### config.mk
export PLATFORM = sky130hd
export DESIGN_NAME = letter_select
export DESIGN_NICKNAME = d
export VERILOG_FILES = /design/src/rtl/letter_select.sv
export SDC_FILE = /design/constraint.sdc
export NUM_CORES = 1
export LEC_CHECK = 0
export CORE_UTILIZATION = 55
export DETAILED_ROUTE_END_ITERATION = 6
export PLACE_DENSITY = 0.85
export SYNTH_ARGS = -nofsm -noshare
export SYNTH_HDL_FRONTEND = slang
export SYNTH_SLANG_ARGS = --single-unit
### constraint.sdc
create_clock -name clk -period 6.8 [get_ports clk]
set_input_delay 0.68 -clock clk [delete_from_list [all_inputs] [get_ports clk]]
set_output_delay 0.68 -clock clk [all_outputs]
set_load 0.02 [all_outputs]
### src/rtl/letter_select.sv
// Push-button letter selector: steps a one-hot / binary letter number 1..26 with
// wrap-around, hold-to-auto-repeat and a parallel load port.
module letter_select #(
    parameter int HOLD_CYCLES   = 25000000,
    parameter int REPEAT_CYCLES = 5000000
) (
    input  logic        clk,
    input  logic        reset,
    input  logic        key_next_n,
    input  logic        key_prev_n,
    input  logic        load,
    input  logic [4:0]  load_idx,
    output logic [25:0] val,
    output logic [4:0]  idx,
    output logic        step
);

    localparam int MAXC = (HOLD_CYCLES > REPEAT_CYCLES) ? HOLD_CYCLES : REPEAT_CYCLES;
    localparam int CW   = (MAXC > 2) ? $clog2(MAXC) : 1;

    localparam logic [1:0] IDLE   = 2'd0;
    localparam logic [1:0] HOLD   = 2'd1;
    localparam logic [1:0] REPEAT = 2'd2;

    logic [1:0]    nxt_sync, prv_sync;
    logic          nxt_s, prv_s, nxt, prv;
    logic [1:0]    state, state_d;
    logic [CW-1:0] cnt, cnt_d;
    logic          dir, dir_d;          // 0 = next, 1 = prev
    logic          blocked;             // set by a two-key press, cleared once both are up
    logic          go_step, go_prev;
    logic          held_alone, load_ok;

    assign nxt_s = nxt_sync[1];
    assign prv_s = prv_sync[1];
    assign nxt   = ~nxt_s;
    assign prv   = ~prv_s;

    assign held_alone = dir ? (prv && !nxt) : (nxt && !prv);
    assign load_ok    = load && (load_idx >= 5'd1) && (load_idx <= 5'd26);

    // NOTE: every output of this block gets a default first, so no path leaves a
    // signal unassigned and no latch is inferred.
    always_comb begin
        state_d = state;
        cnt_d   = cnt;
        dir_d   = dir;
        go_step = 1'b0;
        go_prev = dir;
        case (state)
            IDLE: begin
                if ((nxt ^ prv) && !blocked) begin
                    go_step = 1'b1;
                    go_prev = prv;
                    dir_d   = prv;
                    state_d = HOLD;
                    cnt_d   = '0;
                end
            end
            HOLD: begin
                if (!held_alone) begin
                    state_d = IDLE;
                    cnt_d   = '0;
                end else if (cnt == CW'(HOLD_CYCLES - 1)) begin
                    go_step = 1'b1;
                    state_d = REPEAT;
                    cnt_d   = '0;
                end else begin
                    cnt_d = cnt + 1'b1;
                end
            end
            REPEAT: begin
                if (!held_alone) begin
                    state_d = IDLE;
                    cnt_d   = '0;
                end else if (cnt == CW'(REPEAT_CYCLES - 1)) begin
                    go_step = 1'b1;
                    cnt_d   = '0;
                end else begin
                    cnt_d = cnt + 1'b1;
                end
            end
            default: begin
                state_d = IDLE;
                cnt_d   = '0;
            end
        endcase
    end

    // NOTE: sequential state uses non-blocking assignments so every register
    // samples the pre-edge values regardless of statement order.
    always_ff @(posedge clk or posedge reset) begin
        if (reset) begin
            nxt_sync <= 2'b11;
            prv_sync <= 2'b11;
            val      <= 26'd1;
            idx      <= 5'd1;
            step     <= 1'b0;
            state    <= IDLE;
            cnt      <= '0;
            dir      <= 1'b0;
            blocked  <= 1'b0;
        end else begin
            nxt_sync <= {nxt_sync[0], key_next_n};
            prv_sync <= {prv_sync[0], key_prev_n};

            if (nxt && prv)
                blocked <= 1'b1;
            else if (!nxt && !prv)
                blocked <= 1'b0;

            // A valid load wins over any key step and restarts the key FSM.
            if (load_ok) begin
                val   <= 26'd1 << (load_idx - 5'd1);
                idx   <= load_idx;
                step  <= 1'b1;
                state <= IDLE;
                cnt   <= '0;
                dir   <= dir_d;
            end else begin
                state <= state_d;
                cnt   <= cnt_d;
                dir   <= dir_d;
                step  <= go_step;
                if (go_step) begin
                    if (go_prev) begin
                        val <= {val[0], val[25:1]};
                        idx <= (idx == 5'd1) ? 5'd26 : idx - 5'd1;
                    end else begin
                        val <= {val[24:0], val[25]};
                        idx <= (idx == 5'd26) ? 5'd1 : idx + 5'd1;
                    end
                end
            end
        end
    end

endmodule
==> flow_metrics.py, run 1 <==
metrics = {
    "routing": {
        "dr.pass1.iters": 4,
        "vias": 3515,
        "drt_wl_total_microns": 9530,
        "dr.max_layer_used": "met4",
        "met3_length_microns": 406,
        "routedWlPerCell_microns": 16.8,
        "m1WireLength_microns": 4470,
        "drcViolationCount": 0,
        "ant_nets": 0,
        "vias_per_cell": 6.20,
        "wl_met2_microns": 4480,
        "drt-initial-drc-count": 242,
    },
    "setup_path": {
        "crit_slowest_cell": "nor3_4",
        "cp.depth": 7,
        "cpPeakStageDelay_ps": 1070,
        "crit_family": "simple AND/OR/NAND/NOR gates",
        "crit_chain": "clkdlybuf4s50_1 -> or3_4 -> o21ai_4 -> nor2_2 -> nor3_4 -> inv_2 -> mux2_1",
        "endpoint_kind": "register",
        "cp.required_ps": 7040,
        "cp.arrival_ps": 3920,
        "path_max_fanout": 32,
        "rr_worst_depth": 8,
        "crit_type": "primary input to register",
        "critPathLaunchType": "primary input",
        "cp.buffers_inverters": 2,
    },
    "logic_synthesis": {
        "synthAdderAreaFrac_pct": 3.68,
        "synth_top_family_by_area": "simple AND/OR/NAND/NOR gates",
        "synth_top_area_share_pct": 36.2,
        "yosysTopAreaCell": "dfrtp_1",
        "synth-simple-area-share_pct": 20.2,
        "synth_nets": 454,
        "synthesis.area_sq_um": 4080,
        "synth_edf_count": 0,
        "synth_compound_area_share_pct": 16.4,
        "synth-xor-area-share_pct": 0.858,
        "synth_area_leaders": "dfrtp_1 (36%), mux2i_1 (5.2%), dfstp_2 (3.9%)",
        "synth_warnings": 0,
        "async_reset_ff_share_pct": 100,
        "avgSynthCellArea_sq_um": 9.45,
        "yosysUniqueCellTypes": 58,
        "ys_seq_elements": 65,
        "ys.flop_type": "dfrtp_1",
        "synthMuxAreaShare_pct": 14.0,
        "ys_seq_area_share_pct": 40.0,
        "synth_cells": 432,
    },
    "die": {
        "num_io_pins": 42,
        "fp.dieW_microns": 88.1,
        "placeableCoreArea_sq_um": 7210,
        "start_util_pct": 56.6,
        "dieArea_sq_um": 7770,
        "dieHeight_microns": 88.1,
        "rows": 31,
    },
    "sta": {
        "slew_viol_final": 0,
        "setup_slack_ps": 3120,
        "fin_crit_ps": 3680,
        "worst_slew_pin_slew_ps": 1240,
        "fin_crit_sh_pct": 54.1,
        "relSlewSlack_pct": 17.0,
        "setup_tns_ps": 0,
        "rsz0062_at_grt": "no",
        "hold_violations": 0,
        "setup_viol": 0,
        "clock_skew_ps": 10.8,
        "max_freq_mhz": 272,
    },
    "finish": {
        "fillers": 602,
        "nets": 485,
        "diodes": 0,
        "final_cells": 567,
        "drive_gt1_share_pct": 13.5,
        "design_area_sq_um": 4700,
        "syn2layout_area_growth_pct": 15.1,
    },
    "clocking": {
        "cts_root_buf": "clkbuf_8",
        "clk_latency_ps": 360,
        "cts_tree": "yes",
        "post_cts_buffers": 0,
        "ctsHoldBuffers": 0,
        "h-tree-depth": 3,
        "numCtsBuffers": 9,
        "clk_pin_slew_ps": 70,
        "clock_sinks": 65,
        "cts_buffer_depth": 2,
        "cts_resized": 0,
    },
    "hold_path": {
        "min_path_cells": 0,
        "holdCritPathClass": "register to register",
    },
    "place": {
        "portBuffers": 41,
        "dp_cells": 551,
        "routabilityCongestion": 0.870,
        "dp_hpwl_microns": 6340,
        "place_area_sq_um": 4520,
        "post-place-ws_ps": 2780,
    },
    "power_and_ir_drop": {
        "powerDensity_nw_per_um2": 306,
        "finalPower_w": 0.00144,
        "leakage_nw": 1.94,
        "ir_drop_mv": 0.217,
    },
    "grt": {
        "antenna_found_initial": 0,
        "grt_pass1_wl_microns": 15400,
        "grt_use_total_pct": 25.8,
        "grt_max_degree": 66,
        "grt_overflow": 0,
        "grt_pass1_vias": 3278,
    },
    "run_status": {
        "status": "completed",
    },
    "job": {
        "cap_violations": 0,
    },
}
[cell usage in the layout, fill, tap and decap left out, types with 3 or more instances in the layout]
cell             instances
o211a_1                  3
mux2_1                   6
mux2_2                  14
clkbuf_8                 9
mux2i_1                 21
clkdlybuf4s50_1         41
o211ai_1                 3
mux2_4                   9
nor3_1                   6
dfrtp_1                 59
nand3_1                 24
nor2b_1                  4
or3_1                   17
nand2_1                 36
nand4_1                  7
and2_1                   4
o21a_1                   3
nor2_1                  14
nor4_1                   4
xnor2_1                  4
a221oi_1                 3
a21oi_1                 26
and4_1                   3
inv_1                   24
dfstp_2                  6
or2_2                    6
o22ai_1                 20
nand2b_1                 7
o21ai_0                 25
o32ai_1                  3
and3_1                   5
ha_1                    12
[cell families (layout without fill, tap and decap cells)]
family	after synthesis	count (layout)
multiplexers	50	50
adder cells (fa/ha/maj)	12	12
AND/OR/NAND/NOR	150	150
buffers and inverters	48	84
AO/OA/AOI/OAI	103	103
flip-flops	65	65
XOR/XNOR	4	4
[synthesized netlist by cell type, types with 7 or more instances]
library cell	count
clkbuf_1	13
or3_1	17
mux2_4	9
nand4_1	7
nand2b_1	7
nor2_1	14
o21ai_0	25
ha_1	12
dfrtp_1	59
nand3_1	24
mux2_2	14
nand2_1	36
o22ai_1	20
buf_2	7
inv_1	25
a21oi_1	26
mux2i_1	21
[power by group]
group / leakage, nW / switching (W) / internal [W]
combinational: 0.998 / 0.000318 / 0.000285
sequential: 0.858 / 0.0000861 / 0.000455
clock: 0.0866 / 0.000160 / 0.000133
total: 1.94 / 0.000564 / 0.000873
[path summary, 6_finish.rpt]
check | endpoint | slack [ps] | from
hold reg to reg | nxt_sync[1] | 360 | nxt_sync[0]
hold / removal | nxt_sync[1] | 360 | nxt_sync[0]
setup / recovery | val[16] | 3120 | load_idx[0]
max in group asynchronous | dir | 5380 | reset
setup reg to reg | val[16] | 3800 | nxt_sync[1]
min in group asynchronous | val[16] | 850 | reset
[sequential cells by signal, indices dropped and copies added (netlist names)]
register  count
nxt_sync      2
step          1
idx           5
state         2
cnt          25
val          26
dir           1
blocked       1
prv_sync      2
[area by class of cell]
| type | instances | area [sq um] | share of cell area (%) |
|---|---|---|---|
| multi-input combinational | 319 | 2250 | 47.9 |
| sequential | 65 | 1630 | 34.8 |
| timing repair buffer | 42 | 418 | 8.90 |
| clock buffer | 10 | 128 | 2.72 |
| tap | 99 | 124 | 2.64 |
| inverter | 26 | 97.6 | 2.08 |
| clock inverter | 6 | 43.8 | 0.933 |
[metrics by stage]
stage | hold WS [ps] | utilization [%]
detailed placement | 348 | 62.7
CTS | 360 | 65.1
global placement | 349 | 62.7
global route | 364 | 65.1
floorplan | 345 | -
finish | 358 | 65.1
[routing by layer]
layer | vias to the layer above | global-route usage [%]
met1 | 1740 | 35.4
met5 | - | 0
met4 | 0 | 7.33
li1 | 1650 | -
met3 | 21 | 7.07
met2 | 104 | 40.3
No activity file was read; power rests on OpenSTA's default activity.
==> run 2: changes to the inputs <==
==> constraint.sdc (replaced) <==
create_clock -name clk -period 3.5 [get_ports clk]
set_input_delay 0.35 -clock clk [delete_from_list [all_inputs] [get_ports clk]]
set_output_delay 0.35 -clock clk [all_outputs]
set_load 0.02 [all_outputs]
==> flow_metrics.py, run 2 (same netlist as run 1, synthesis figures left out) <==
metrics = {
    "grt": {
        "grt_pass1_wl_microns": 15900,
        "grt_overflow": 0,
        "grt_use_total_pct": 26.7,
        "grt_pass1_vias": 3315,
        "antenna_found_initial": 0,
        "grt_max_degree": 49,
    },
    "clocking": {
        "clk_latency_ps": 350,
        "cts_buffer_depth": 2,
        "post_cts_buffers": 0,
        "h-tree-depth": 3,
        "numCtsBuffers": 9,
        "cts_resized": 0,
        "clock_sinks": 65,
        "clk_pin_slew_ps": 70,
        "ctsHoldBuffers": 0,
        "cts_tree": "yes",
        "cts_root_buf": "clkbuf_8",
    },
    "setup_path": {
        "cp.arrival_ps": 3090,
        "critPathLaunchType": "register",
        "cpPeakStageDelay_ps": 730,
        "crit_type": "register to register",
        "crit_chain": "inv_1 -> ha_1 -> nand3b_1 -> mux2_2 -> buf_4 -> mux2i_1 -> o22ai_1 -> mux2_4",
        "path_max_fanout": 33,
        "cp.required_ps": 3730,
        "crit_slowest_cell": "mux2_2",
        "endpoint_kind": "register",
    },
    "finish": {
        "drive_gt1_share_pct": 14.5,
        "final_common_cell": "dfrtp_1",
        "syn2layout_area_growth_pct": 16.4,
        "seqCellArea_sq_um": 1630,
        "nets": 492,
        "reg_top3": "val x26, cnt x25, idx x5",
        "largest_register_ffs": 26,
        "diodes": 0,
        "final_cell_mix": "dfrtp_1 (59), clkdlybuf4s50_1 (41), nand2_1 (36), a21oi_1 (26), o21ai_0 (25)",
        "fillers": 589,
        "multiInputGateArea_sq_um": 2250,
        "largest-register": "val",
    },
    "sta": {
        "fin_crit_ps": 2870,
        "rsz0062_at_grt": "no",
        "hold_violations": 0,
        "fin_crit_sh_pct": 81.9,
        "slew_viol_final": 0,
        "max_freq_mhz": 349,
        "clock_skew_ps": 10.8,
        "setup_viol": 0,
        "setup_tns_ps": 0,
        "relSlewSlack_pct": 32.8,
        "worst_slew_pin_slew_ps": 1010,
    },
    "routing": {
        "dr.pass1.iters": 5,
        "ant_nets": 0,
        "vias_per_cell": 6.24,
        "drcViolationCount": 0,
        "drt_wl_total_microns": 9680,
        "vias": 3580,
        "routedWlPerCell_microns": 16.9,
        "drt-initial-drc-count": 381,
    },
    "power_and_ir_drop": {
        "leakage_nw": 1.97,
        "ir_drop_mv": 0.445,
        "switching_share_pct": 38.5,
        "p_comb_share_pct": 42.3,
        "p_int_w": 0.00173,
        "powerDensity_nw_per_um2": 591,
        "finalPower_w": 0.00281,
        "seqPwrFrac_pct": 37.4,
        "clock_power_share_pct": 20.3,
        "power.switching_w": 0.00108,
    },
    "die": {
        "rows": 31,
        "dieArea_sq_um": 7770,
        "dieHeight_microns": 88.1,
        "fp.dieW_microns": 88.1,
        "start_util_pct": 56.6,
        "placeableCoreArea_sq_um": 7210,
        "num_io_pins": 42,
    },
    "place": {
        "routabilityCongestion": 0.890,
        "dp_hpwl_microns": 6720,
        "portBuffers": 41,
    },
    "job": {
        "cap_violations": 0,
    },
    "run_status": {
        "status": "completed",
    },
    "hold_path": {
        "holdCritPathClass": "register to register",
    },
}
## run 2: metal layers
| metal | global-route usage [%] | up-vias | wire, microns |
|---|---|---|---|
| met3 | 5.66 | 30 | 493 |
| met5 | 0 | - | 0 |
| met4 | 10.3 | 0 | 226 |
| met1 | 37.8 | 1744 | 4390 |
| li1 | - | 1671 | - |
| met2 | 40.5 | 135 | 4570 |
## run 2: worst paths after layout
kind	start	to	slack, ps	depth (start not counted)
worst max-delay path	prv_sync[1]	val[2]	630	8
worst min-delay path	nxt_sync[0]	nxt_sync[1]	360	0
worst max register to register	prv_sync[1]	val[2]	630	8
worst min register to register	nxt_sync[0]	nxt_sync[1]	360	0
max in group asynchronous	reset	cnt[18]	2200	3
min in group asynchronous	reset	val[13]	560	2
## run 2: worst max-delay path, delay by kind of cell, from the launching register on
family	cells	cell delay [ps]
DFF	1	530
AOI/OAI and AO/OA	1	120
and+or+nand+nor	1	130
muxes	3	1240
adders and majority gates	1	340
buffers and inverters	2	370
## run 2: final cells by class
cell class / instances / area share (%)
Clock buffer: 12 / 3.06
Clock inverter: 4 / 0.606
Inverter: 26 / 2.05
Multi-Input combinational cell: 319 / 47.4
Sequential cell: 65 / 34.4
Tap cell: 99 / 2.61
Timing Repair Buffer: 49 / 9.90
## run 2: power by group through the flow
stage	logic (W)	registers (W)	clock network (W)
final	0.00119	0.00105	0.000570
after global routing	0.00128	0.00107	0.000614
after CTS	0.00118	0.00105	0.000582
after detailed placement	0.00117	0.00106	0
after global placement	0.00114	0.00105	0
after floorplan	0.000687	0.00114	0
## run 2: stage by stage
step           std cells  util [%]  area (sq um)  worst slack [ps]  hold WS, ps
2_1_floorplan        432         -          4080              1080          345
3_3_place_gp         558      63.4          4580               743          359
3_5_place_dp         558      63.4          4580               684          347
4_1_cts              574      65.9          4750               651          360
5_1_grt              574      65.9          4750               456          361
6_report             574      65.9          4750               633          358
==> run 3: changes to the inputs <==
==> constraint.sdc (replaced) <==
create_clock -name clk -period 2.9 [get_ports clk]
set_input_delay 0.29 -clock clk [delete_from_list [all_inputs] [get_ports clk]]
set_output_delay 0.29 -clock clk [all_outputs]
set_load 0.02 [all_outputs]
==> flow_metrics.py, run 3 (same netlist as run 1, synthesis figures left out) <==
metrics = {
    "run_status": {
        "status": "completed",
    },
    "sta": {
        "worst_slew_pin_slew_ps": 742,
        "clock_skew_ps": 11.7,
        "fin_crit_sh_pct": 93.4,
        "hold_violations": 0,
        "setup_slack_ps": 192,
        "setup_viol": 0,
        "max_freq_mhz": 369,
        "relSlewSlack_pct": 50.4,
        "setup_tns_ps": 0,
        "slew_viol_final": 0,
        "rsz0062_at_grt": "no",
        "fin_crit_ps": 2710,
    },
    "finish": {
        "drive_gt1_share_pct": 15.6,
        "reg_top3": "val x26, cnt x25, idx x5",
        "seqCellArea_sq_um": 1630,
        "largest-register": "val",
        "fillers": 558,
        "nets": 497,
        "syn2layout_area_growth_pct": 18.6,
        "diodes": 0,
        "multiInputGateArea_sq_um": 2250,
        "final_common_cell": "dfrtp_1",
        "largest_register_ffs": 26,
        "final_cells": 579,
        "final_cell_mix": "dfrtp_1 (59), clkdlybuf4s50_1 (41), nand2_1 (36), a21oi_1 (26), o21ai_0 (25)",
        "design_area_sq_um": 4840,
    },
    "power_and_ir_drop": {
        "clock_power_share_pct": 21.4,
        "leakage_nw": 2.02,
        "p_comb_share_pct": 42.1,
        "seqPwrFrac_pct": 36.5,
        "power.switching_w": 0.00131,
        "switching_share_pct": 37.6,
        "ir_drop_mv": 0.495,
        "powerDensity_nw_per_um2": 718,
        "p_int_w": 0.00217,
    },
    "clocking": {
        "clock_sinks": 65,
        "cts_resized": 0,
        "cts_buffer_depth": 2,
        "cts_tree": "yes",
        "numCtsBuffers": 9,
        "post_cts_buffers": 0,
        "clk_pin_slew_ps": 70,
        "ctsHoldBuffers": 0,
        "cts_root_buf": "clkbuf_8",
        "h-tree-depth": 3,
        "clk_latency_ps": 340,
    },
    "setup_path": {
        "cp.arrival_ps": 2940,
        "crit_family": "multiplexers",
        "crit_type": "register to register",
        "critPathLaunchType": "register",
        "crit_chain": "inv_1 -> ha_1 -> nand3b_1 -> mux2_2 -> buf_12 -> mux2i_1 -> o32ai_1 -> mux2_4",
        "crit_slowest_cell": "mux2_2",
        "rr_endpoint": "val[3]",
        "path_max_fanout": 22,
        "cp.required_ps": 3130,
        "endpoint_kind": "register",
        "reg2reg_slack_ps": 190,
        "reg2reg_from": "prv_sync[1]",
        "cp.buffers_inverters": 2,
        "cpPeakStageDelay_ps": 620,
        "rr_worst_depth": 8,
    },
    "place": {
        "dp_cells": 563,
        "place_area_sq_um": 4650,
        "routabilityCongestion": 0.869,
        "dp_hpwl_microns": 6820,
        "post-place-ws_ps": 211,
        "portBuffers": 41,
    },
    "die": {
        "placeableCoreArea_sq_um": 7210,
        "dieArea_sq_um": 7770,
        "num_io_pins": 42,
        "fp.dieW_microns": 88.1,
        "dieHeight_microns": 88.1,
        "rows": 31,
        "start_util_pct": 56.6,
    },
    "routing": {
        "ant_nets": 0,
        "drcViolationCount": 0,
        "vias": 3585,
        "routedWlPerCell_microns": 16.8,
        "dr.pass1.iters": 5,
        "drt-initial-drc-count": 403,
        "vias_per_cell": 6.19,
        "drt_wl_total_microns": 9720,
    },
    "grt": {
        "antenna_found_initial": 0,
        "grt_pass1_wl_microns": 16400,
        "grt_use_total_pct": 27.3,
        "grt_max_degree": 36,
        "grt_pass1_vias": 3392,
        "grt_overflow": 0,
    },
    "job": {
        "cap_violations": 0,
    },
    "hold_path": {
        "holdCritPathClass": "primary input to async pin",
    },
}
-- run 3: cell count changes in the layout (fill, tap and decap cells not counted), sizes merged --
cell | before | now
buf | 8 | 13
bufinv | 0 | 1
clkbuf | 12 | 10
clkinv | 2 | 3
-- run 3: worst max-delay path by stage --
stage,from,endpoint,slack (ps),cells past startpoint
3_5_place_dp,load_idx[0],cnt[9],210,8
3_3_place_gp,load_idx[1],val[5],290,7
2_1_floorplan,prv_sync[1],val[17],480,8
6_report,prv_sync[1],val[3],190,8
5_1_grt,prv_sync[1],val[7],60,8
4_1_cts,prv_sync[1],val[3],220,8
-- run 3: per-stage QoR --
stage / util (%) / hold slack, ps / total power (W)
after global routing: 67.1 / 341 / 0.00368
after CTS: 67.1 / 348 / 0.00348
after detailed placement: 64.5 / 348 / 0.00273
final: 67.1 / 357 / 0.00348
after floorplan: - / 294 / 0.00220
after global placement: 64.5 / 347 / 0.00268
-- run 3: cell type report --
| type | instances | area share, % |
|---|---|---|
| sequential | 65 | 33.8 |
| tap | 99 | 2.56 |
| multi-input combinational | 319 | 46.5 |
| clock buffer | 10 | 2.64 |
| timing repair buffer | 54 | 11.3 |
| inverter | 26 | 2.02 |
| clock inverter | 6 | 1.24 |
-- run 3: worst reg2reg max path, delay by kind of cell (launching register included) --
family                   cells  cell delay, ps
AO/OA/AOI/OAI                1             130
adder cells (fa/ha/maj)      1             340
buffers and inverters        2             320
flip-flops                   1             530
multiplexers                 3            1160
AND/OR/NAND/NOR              1             130
-- run 3: per-layer routing --
metal  global-route usage, %  vias up  routed length, microns
li1                        -     1682                       -
met1                    38.1     1746                    4420
met2                    41.6      137                    4600
met3                    5.37       20                     515
met4                    11.4        0                     180
met5                       0        -                       0
-- run 3: power by group through the flow --
stage	clock network [W]	registers [W]	logic (W)
2_1_floorplan	0	0.00137	0.000829
3_3_place_gp	0	0.00127	0.00141
3_5_place_dp	0	0.00128	0.00145
4_1_cts	0.000757	0.00127	0.00146
5_1_grt	0.000796	0.00129	0.00159
6_report	0.000745	0.00127	0.00146
